$ cat src/rtl/enemy_unit_gen2.sv
// One enemy slot on the lane battlefield: spawn timer, typed deploy, advance/attack, damage and death hold.
// All outputs are registered; reached_end is decoded from registered state only.
module enemy_unit_gen2 #(
   parameter int POS_W       = 9,
   parameter int HP_W        = 8,
   parameter int DMG_W       = 8,
   parameter int POS_MAX     = 319,
   parameter int SPAWN_DELAY = 4095,
   parameter int DEAD_HOLD   = 10,
   parameter int HP_T1       = 255,
   parameter int HP_T2       = 191,
   parameter int HP_T3       = 127,
   parameter int PWR_T1      = 32,
   parameter int PWR_T2      = 64,
   parameter int PWR_T3      = 128
) (
   input  logic             clk,
   input  logic             reset,
   input  logic             spawn_req,
   input  logic [1:0]       spawn_type,
   input  logic             move_scen,
   input  logic             damage_scen,
   input  logic [DMG_W-1:0] damage_in,
   input  logic [POS_W-1:0] unit_front,
   output logic [POS_W-1:0] position,
   output logic [DMG_W-1:0] damage_out,
   output logic             attack_valid,
   output logic [1:0]       enemy_type,
   output logic             alive,
   output logic             dead_pulse,
   output logic             reached_end
);

   localparam int CNT_MAX = (SPAWN_DELAY > DEAD_HOLD) ? SPAWN_DELAY : DEAD_HOLD;
   localparam int CNT_W   = $clog2(CNT_MAX + 1);
   localparam int CMP_W   = (HP_W > DMG_W) ? HP_W : DMG_W;

   localparam logic [CNT_W-1:0] SPAWN_LAST = CNT_W'(SPAWN_DELAY);
   localparam logic [CNT_W-1:0] DEAD_LAST  = CNT_W'(DEAD_HOLD - 1);
   localparam logic [POS_W-1:0] POS_END    = POS_W'(POS_MAX);

   typedef enum logic [3:0] {
      ST_IDLE   = 4'b0001,
      ST_DEPLOY = 4'b0010,
      ST_ALIVE  = 4'b0100,
      ST_DEAD   = 4'b1000
   } state_t;

   state_t             state_q, state_d;
   logic [CNT_W-1:0]   cnt_q;
   logic [1:0]         type_q;
   logic [HP_W-1:0]    health_q;
   logic [DMG_W-1:0]   power_q;
   logic               div_q;

   logic [CMP_W-1:0]   hp_ext, dmg_ext;
   logic               deploy_go, kill, dead_done, advance, step_ok;

   function automatic logic [HP_W-1:0] type_health(input logic [1:0] t);
      case (t)
         2'd2:    return HP_W'(HP_T2);
         2'd3:    return HP_W'(HP_T3);
         default: return HP_W'(HP_T1);
      endcase
   endfunction

   function automatic logic [DMG_W-1:0] type_power(input logic [1:0] t);
      case (t)
         2'd2:    return DMG_W'(PWR_T2);
         2'd3:    return DMG_W'(PWR_T3);
         default: return DMG_W'(PWR_T1);
      endcase
   endfunction

   assign hp_ext    = CMP_W'(health_q);
   assign dmg_ext   = CMP_W'(damage_in);
   assign deploy_go = (state_q == ST_IDLE) && (spawn_req || (cnt_q == SPAWN_LAST));
   assign kill      = (state_q == ST_ALIVE) && damage_scen && (hp_ext <= dmg_ext);
   assign dead_done = (cnt_q == DEAD_LAST);
   assign advance   = move_scen && (unit_front > position);
   // Type 2 moves at half speed: only every second advance tick produces a step.
   assign step_ok   = (position != POS_END) && ((type_q != 2'd2) || div_q);

   assign reached_end = alive && (position == POS_END);

   always_ff @(posedge clk or posedge reset) begin
      if (reset) state_q <= ST_IDLE;
      else       state_q <= state_d;
   end

   always_comb begin
      // NOTE: default assigned before the case so no path leaves state_d unassigned (no latch).
      state_d = ST_IDLE;
      case (state_q)
         ST_IDLE:   state_d = deploy_go ? ST_DEPLOY : ST_IDLE;
         ST_DEPLOY: state_d = ST_ALIVE;
         ST_ALIVE:  state_d = kill ? ST_DEAD : ST_ALIVE;
         ST_DEAD:   state_d = dead_done ? ST_IDLE : ST_DEAD;
         default:   state_d = ST_IDLE;
      endcase
   end

   // NOTE: sequential state uses non-blocking assignments so every register samples pre-edge values.
   always_ff @(posedge clk or posedge reset) begin
      if (reset) begin
         cnt_q        <= '0;
         type_q       <= '0;
         health_q     <= '0;
         power_q      <= '0;
         div_q        <= 1'b0;
         position     <= '0;
         damage_out   <= '0;
         attack_valid <= 1'b0;
         enemy_type   <= '0;
         alive        <= 1'b0;
         dead_pulse   <= 1'b0;
      end else begin
         attack_valid <= 1'b0;
         dead_pulse   <= 1'b0;
         case (state_q)
            ST_IDLE: begin
               position   <= '0;
               damage_out <= '0;
               enemy_type <= '0;
               alive      <= 1'b0;
               if (deploy_go) begin
                  cnt_q  <= '0;
                  type_q <= (spawn_type == 2'd0) ? 2'd1 : spawn_type;
               end else begin
                  cnt_q <= cnt_q + CNT_W'(1);
               end
            end
            ST_DEPLOY: begin
               health_q   <= type_health(type_q);
               power_q    <= type_power(type_q);
               enemy_type <= type_q;
               div_q      <= 1'b0;
               alive      <= 1'b1;
            end
            ST_ALIVE: begin
               if (kill) begin
                  dead_pulse <= 1'b1;
                  enemy_type <= '0;
                  damage_out <= '0;
                  alive      <= 1'b0;
                  cnt_q      <= '0;
               end else begin
                  if (damage_scen) health_q <= HP_W'(hp_ext - dmg_ext);
                  if (advance) begin
                     div_q      <= ~div_q;
                     damage_out <= '0;
                     if (step_ok) position <= position + POS_W'(1);
                  end else if (move_scen) begin
                     damage_out   <= power_q;
                     attack_valid <= 1'b1;
                  end
               end
            end
            ST_DEAD: begin
               if (dead_done) begin
                  cnt_q    <= '0;
                  position <= '0;
               end else begin
                  cnt_q <= cnt_q + CNT_W'(1);
               end
            end
            default: begin
               cnt_q      <= '0;
               position   <= '0;
               damage_out <= '0;
               enemy_type <= '0;
               alive      <= 1'b0;
            end
         endcase
      end
   end

endmodule

$ cat config.mk
export PLATFORM = sky130hd
export DESIGN_NAME = enemy_unit_gen2
export DESIGN_NICKNAME = d
export VERILOG_FILES = /design/src/rtl/enemy_unit_gen2.sv
export SDC_FILE = /design/constraint.sdc
export NUM_CORES = 1
export LEC_CHECK = 0
export CORE_MARGIN = 2
export CORE_UTILIZATION = 40
export CTS_BUF_LIST = sky130_fd_sc_hd__clkbuf_16
export CTS_CLUSTER_DIAMETER = 50
export DETAILED_ROUTE_END_ITERATION = 12
export GPL_TIMING_DRIVEN = 0
export PLACE_DENSITY_LB_ADDON = 0.15
export REMOVE_ABC_BUFFERS = 1
export SYNTH_ARGS = -nofsm -noshare
export SYNTH_HDL_FRONTEND = slang
export SYNTH_SLANG_ARGS = --single-unit
$ cat constraint.sdc
create_clock -name clk -period 5.6 [get_ports clk]
set_input_delay 0.84 -clock clk [delete_from_list [all_inputs] [get_ports clk]]
set_output_delay 0.84 -clock clk [all_outputs]
set_load 0.02 [all_outputs]
==> impl_metrics.toml, run 1 <==
[run_status]
outcome = "finished, final reports clean"

[finish]
fin_cells = 466
multi_input_area_sq_um = 1630
nNetsFinal = 411
finalInstanceArea_sq_um = 3600
layout.area.seq_sq_um = 1180
fin_util = 0.499
mostFrequentLayoutCells = "dfrtp_1 (46), clkdlybuf4s50_1 (41), nand2_1 (30)"
drive_gt1_frac = 0.0763
layout_commonest_cell = "dfrtp_1"
area_delta_synth_final_pct = 21.4
antenna_cells = 0
fill_cells = 733

[pwr]
switching_share = 0.362
total_power_mw = 1.17
p_int_mw = 0.746
pwr-share-seq = 0.395
p_sw_mw = 0.424
ir_worst_vdd_uv = 175
pwr-share-clk = 0.245
combPwrFrac = 0.360
power.density_nw_per_um2 = 325
leakagePower_nw = 1.43

[placed_design]
gp_routability_congestion = 0.811
io_buffers = 41
dpl.hpwl_um = 4810
postPlaceCellArea_sq_um = 3460
place_inst = 458

[sta]
clock_skew_ps = 7.55
hold_viol = 0
layout_min_cycle_time_ps = 3340
slew_headroom = 0.284
finalSetupViolations = 0
setup-tns-final_ps = 0
min_period_over_period = 0.596
slew_viol_final = 0
tightest_slew_ps = 1070
rsz0062_at_grt = "false"
fmax_mhz = 300

[critical_path]
path_delay_family = "compound AO/OA/AOI/OAI gates"
r2r_cells = 8
crit_chain = "clkdlybuf4s50_1 -> ha_1 -> inv_1 -> fa_1 -> nand3_1 -> a21oi_1 -> o32ai_1 -> o21ai_2 -> o21ai_0 -> o31ai_1"
timing.rr.end = "position[2]"
critPathMaxStageDelay_ps = 660
start_kind = "primary input"
cp-end-kind = "flip-flop"
r2r_start = "position[6]"
cp-endpoint = "cnt_q[4]"
reg2reg_slack_ps = 2750
worst-path-buf-inv = 2
cp.arrival_ps = 3480
crit_type = "in -> reg"
critPathRequiredTime_ps = 5740
cp_num_cells = 10
worst-path-max-fanout = 13
crit_slowest_cell = "o32ai_1"
worstSetupStartpoint = "damage_in[0]"

[synth]
ys_seq_area_frac = 0.397
synthCells = 324
yosys.cell_types.count = 62
syn_area_per_cell_sq_um = 9.16
synth_flop_cell = "dfrtp_1"
async_reset_ff_frac = 1.00
synth-edff-count = 0
ys_ff_latch = 47
ys_warn_count = 0
synthesis.area_sq_um = 2970

[cts]
cts_setup_buffers = 0
numCtsBuffers = 5
cts_root_buffer = "clkbuf_16"
h-tree-depth = 2
cts_sinks = 47
cts_tree = "built"
post_cts_resized = 0
clock_latency_ps = 280
hold_buffers = 0
clk_pin_slew_ps = 60
max-clock-path-buffers = 2

[grt]
antenna_found_initial = 0
grt_first_pass_wirelength_um = 11300
grt_usage = 0.167
grt_max_degree = 27
grt.overflow.total = 0
first_global_vias = 2366

[detailed_routing]
drt_iter0_drc = 151
wire_per_inst_um = 13.8
drtAntennaViolNets = 0
firstDrtPassIters = 5
vias = 2458
viasPerCell = 5.27
drc = 0
drt-total-wl_um = 6450

[floorplan]
dieHeight_um = 90.1
core-area_sq_um = 7210
die_area_sq_um = 8120
initial_utilization = 0.411
io_pins = 47
die_w_um = 90.1
std_cell_rows = 31

[worst_hold_path]
hold_path_class = "reg -> reg"

[flow_run]
cap_violations = 0
-- worst reg2reg max path, cell delays in order (launching register included) --
cell	delay, ps
dfrtp_1	460
inv_1	80
ha_1	310
a211oi_1	240
nor2_1	90
a2111o_1	430
a21oi_1	840
or4_1	220
a21boi_1	70
-- cell type report --
type | instances | share of cell area
inverter | 25 | 0.0260
sequential | 47 | 0.327
timing repair buffer | 42 | 0.122
multi-input combinational | 245 | 0.452
clock inverter | 3 | 0.00417
clock buffer | 5 | 0.0347
tap | 99 | 0.0344
-- synth_stat cells, types with 3 or more instances --
| cell | instances | area [sq um] |
|---|---|---|
| nor2b_1 | 4 | 25.0 |
| inv_1 | 25 | 93.8 |
| a22o_1 | 5 | 43.8 |
| xor2_1 | 5 | 43.8 |
| a21boi_1 | 5 | 37.5 |
| or4_1 | 5 | 37.5 |
| ha_1 | 20 | 250 |
| buf_4 | 6 | 45.0 |
| a21oi_1 | 11 | 55.1 |
| nor2_1 | 29 | 109 |
| xnor2_1 | 5 | 43.8 |
| a211oi_1 | 3 | 22.5 |
| a31oi_1 | 9 | 56.3 |
| o21ai_0 | 25 | 125 |
| nand4_1 | 7 | 43.8 |
| nor4_2 | 3 | 37.5 |
| o31ai_1 | 7 | 52.6 |
| dfrtp_1 | 46 | 1150 |
| nand2b_1 | 4 | 25.0 |
| o21ai_1 | 6 | 30.0 |
| nand2_1 | 30 | 113 |
| nand3_1 | 11 | 55.1 |
| nor3_1 | 6 | 30.0 |
-- worst min path at each step --
stage                              from             to  slack (ps)  cells after the start
after floorplan              power_q[6]     power_q[6]         450                      2
after global placement       power_q[6]     power_q[6]         470                      2
after detailed placement     power_q[6]     power_q[6]         480                      2
after CTS                    power_q[6]     power_q[6]         490                      2
after global routing      damage_out[7]  damage_out[7]         520                      1
final                        power_q[6]     power_q[6]         490                      2
-- cell families after synthesis --
logic type | share of synthesized area
compound gates | 0.191
buf+inv | 0.0590
mux | 0.0105
simple gates | 0.221
fa+ha+maj | 0.0911
flops | 0.397
xor+xnor | 0.0295
other cells | 0.00126
-- metal layers --
metal / global-route usage / vias up / share of wire
li1: - / 1242 / -
met1: 0.248 / 1156 / 0.53
met2: 0.253 / 53 / 0.42
met3: 0.0360 / 7 / 0.038
met4: 0.0359 / 0 / 0.0084
met5: 0 / - / 0
-- power groups by stage --
stage                     Clock (mW)  Sequential, mW  Combinational, mW
after floorplan                    0           0.458              0.309
after global placement             0           0.467              0.412
after detailed placement           0           0.468              0.421
after CTS                      0.294           0.462              0.424
after global routing           0.310           0.472              0.478
final                          0.286           0.462              0.422
-- sequential cells by signal, summed over array words and instances (netlist names) --
signal / cells
cnt_q: 12
position: 9
health_q: 8
state_q: 4
damage_out: 3
power_q: 3
enemy_type: 2
type_q: 2
alive: 1
attack_valid: 1
dead_pulse: 1
div_q: 1
-- metrics by stage --
stage | worst slack [ps] | hold WS [ps]
floorplan | 2800 | 447
global placement | 2000 | 473
detailed placement | 2010 | 478
CTS | 2290 | 493
global route | 1990 | 523
finish | 2260 | 491
No activity file was read; power rests on OpenSTA's default activity.
==> run 2: changes to the inputs <==
Clock period 5.6 ns to 3.2 ns, I/O delays scaled along.
==> impl_metrics.toml, run 2 (same netlist as run 1, synthesis figures left out) <==
[sta]
fmax_mhz = 338
whs_ps = 490
rsz0062_at_grt = "false"
hold_viol = 0
layout_min_cycle_time_ps = 2960
finalSetupViolations = 0
clock_skew_ps = 7.60
min_period_over_period = 0.924
slew_headroom = 0.291
tightest_slew_ps = 1060
slew_viol_final = 0

[grt]
antenna_found_initial = 0
grt_max_degree = 27
grt_usage = 0.167
grt_first_pass_wirelength_um = 11300
grt.overflow.total = 0
first_global_vias = 2366

[floorplan]
initial_utilization = 0.411
dieHeight_um = 90.1
std_cell_rows = 31
io_pins = 47
die_w_um = 90.1
die_area_sq_um = 8120
core-area_sq_um = 7210

[cts]
cts_setup_buffers = 0
clock_latency_ps = 280
max-clock-path-buffers = 2
cts_root_buffer = "clkbuf_16"
h-tree-depth = 2
cts_sinks = 47
clk_pin_slew_ps = 60
cts_tree = "built"
numCtsBuffers = 5

[critical_path]
r2r_cells = 8
path_delay_family = "compound AO/OA/AOI/OAI gates"
start_kind = "primary input"
critPathMaxStageDelay_ps = 840
r2r_start = "position[6]"
cp.arrival_ps = 3110
reg2reg_slack_ps = 340
crit_type = "in -> reg"
timing.rr.end = "position[2]"
worst-path-max-fanout = 14
worst-path-buf-inv = 1
crit_slowest_cell = "a21oi_1"
crit_chain = "clkdlybuf4s50_1 -> ha_1 -> a211oi_1 -> nor2_1 -> a2111o_1 -> a21oi_1 -> or4_1 -> a21boi_1"
cp-end-kind = "flip-flop"
critPathRequiredTime_ps = 3360

[placed_design]
postPlaceCellArea_sq_um = 3460
place_inst = 458
dpl.hpwl_um = 4810
gp_routability_congestion = 0.811
io_buffers = 41

[finish]
top_regs = "cnt_q (12), position (9), health_q (8)"
layout_commonest_cell = "dfrtp_1"
antenna_cells = 0
largest_reg_flops = 12
mostFrequentLayoutCells = "dfrtp_1 (46), clkdlybuf4s50_1 (41), nand2_1 (30)"
regMostFlops = "cnt_q"
fin_util = 0.501
nNetsFinal = 411
area_delta_synth_final_pct = 21.7
finalInstanceArea_sq_um = 3610
drive_gt1_frac = 0.0790
fin_cells = 466

[detailed_routing]
viasPerCell = 5.27
firstDrtPassIters = 4
drtAntennaViolNets = 0
drt-total-wl_um = 6450
drc = 0
drt_iter0_drc = 144
vias = 2455
wire_per_inst_um = 13.8

[pwr]
pwr-share-seq = 0.395
switching_share = 0.362
leakagePower_nw = 1.43
p_int_mw = 1.31
combPwrFrac = 0.361
power.density_nw_per_um2 = 568
p_sw_mw = 0.744
ir_worst_vdd_uv = 309
pwr-share-clk = 0.245
total_power_mw = 2.05

[flow_run]
cap_violations = 0

[run_status]
outcome = "finished, final reports clean"

[worst_hold_path]
hold_path_class = "reg -> reg"
min_to = "power_q[6]"
hold_start = "power_q[6]"
whs_path_depth = 2
-- run 2: cell count changes in the layout (fill, tap and decap cells not counted) --
cell and delta:
o32ai_2 +1, o32ai_1 -1
-- run 2: how the worst max path moves through the flow --
stage	startpoint	to	slack, ps	depth (start not counted)
after detailed placement	damage_in[0]	cnt_q[4]	-30	10
final	unit_front[6]	position[2]	240	8
after floorplan	position[6]	position[3]	680	8
after CTS	damage_in[0]	cnt_q[4]	250	10
after global routing	unit_front[6]	position[2]	90	8
after global placement	damage_in[0]	cnt_q[4]	-40	10
-- run 2: layout make-up --
class | instances | area [sq um]
clock inverters | 3 | 15.0
flip-flops and latches | 47 | 1180
well taps | 99 | 124
inverters | 25 | 93.8
multi-input cells | 245 | 1640
clock buffers | 5 | 125
fillers | 736 | 3600
repair buffers | 42 | 438
-- run 2: timing repair --
action,4_1_cts,5_1_grt
endpoints found under the hold margin,0,0
resized for setup,0,1
endpoints found under the setup margin,0,3
hold buffers,0,0
-- run 2: per-stage QoR --
step                TNS [ps]  setup slack, ps
finish                     0              243
global route               0             86.5
CTS                        0              255
detailed placement     -49.8            -31.6
global placement        -121            -42.0
floorplan                  0              676
-- run 2: power groups by stage --
stage	registers, mW	logic [mW]	clock network [mW]
3_3_place_gp	0.817	0.722	0
2_1_floorplan	0.802	0.541	0
4_1_cts	0.809	0.742	0.515
5_1_grt	0.826	0.841	0.542
6_report	0.810	0.741	0.502
3_5_place_dp	0.820	0.737	0
-- run 2: routing by layer --
layer / track usage / routed length [um]
met2: 0.253 / 2780
met3: 0.0360 / 224
met4: 0.0359 / 53
met1: 0.248 / 3390
met5: 0 / 0
-- run 2: worst register-to-register path, delay by kind of cell, from the launching register on --
family | cells | cell delay, ps
and+or+nand+nor | 2 | 310
AOI/OAI and AO/OA | 4 | 1580
adders and majority gates | 1 | 310
DFF | 1 | 470
buffers and inverters | 1 | 80
==> run 3: changes to the inputs <==
Clock period 3.2 ns to 3.7 ns, I/O delays scaled along.
==> results of run 3 <==
The final DEF is identical to that of run 1. Status: finished, final reports clean.
Among the figures that moved: setup slack after placement 2010 ps -> 393 ps; setup slack after layout 2260 ps -> 649 ps; register-to-register setup slack 2750 ps -> 850 ps; total power 1.17 mW -> 1.77 mW; worst IR drop on VDD 175 uV -> 265 uV
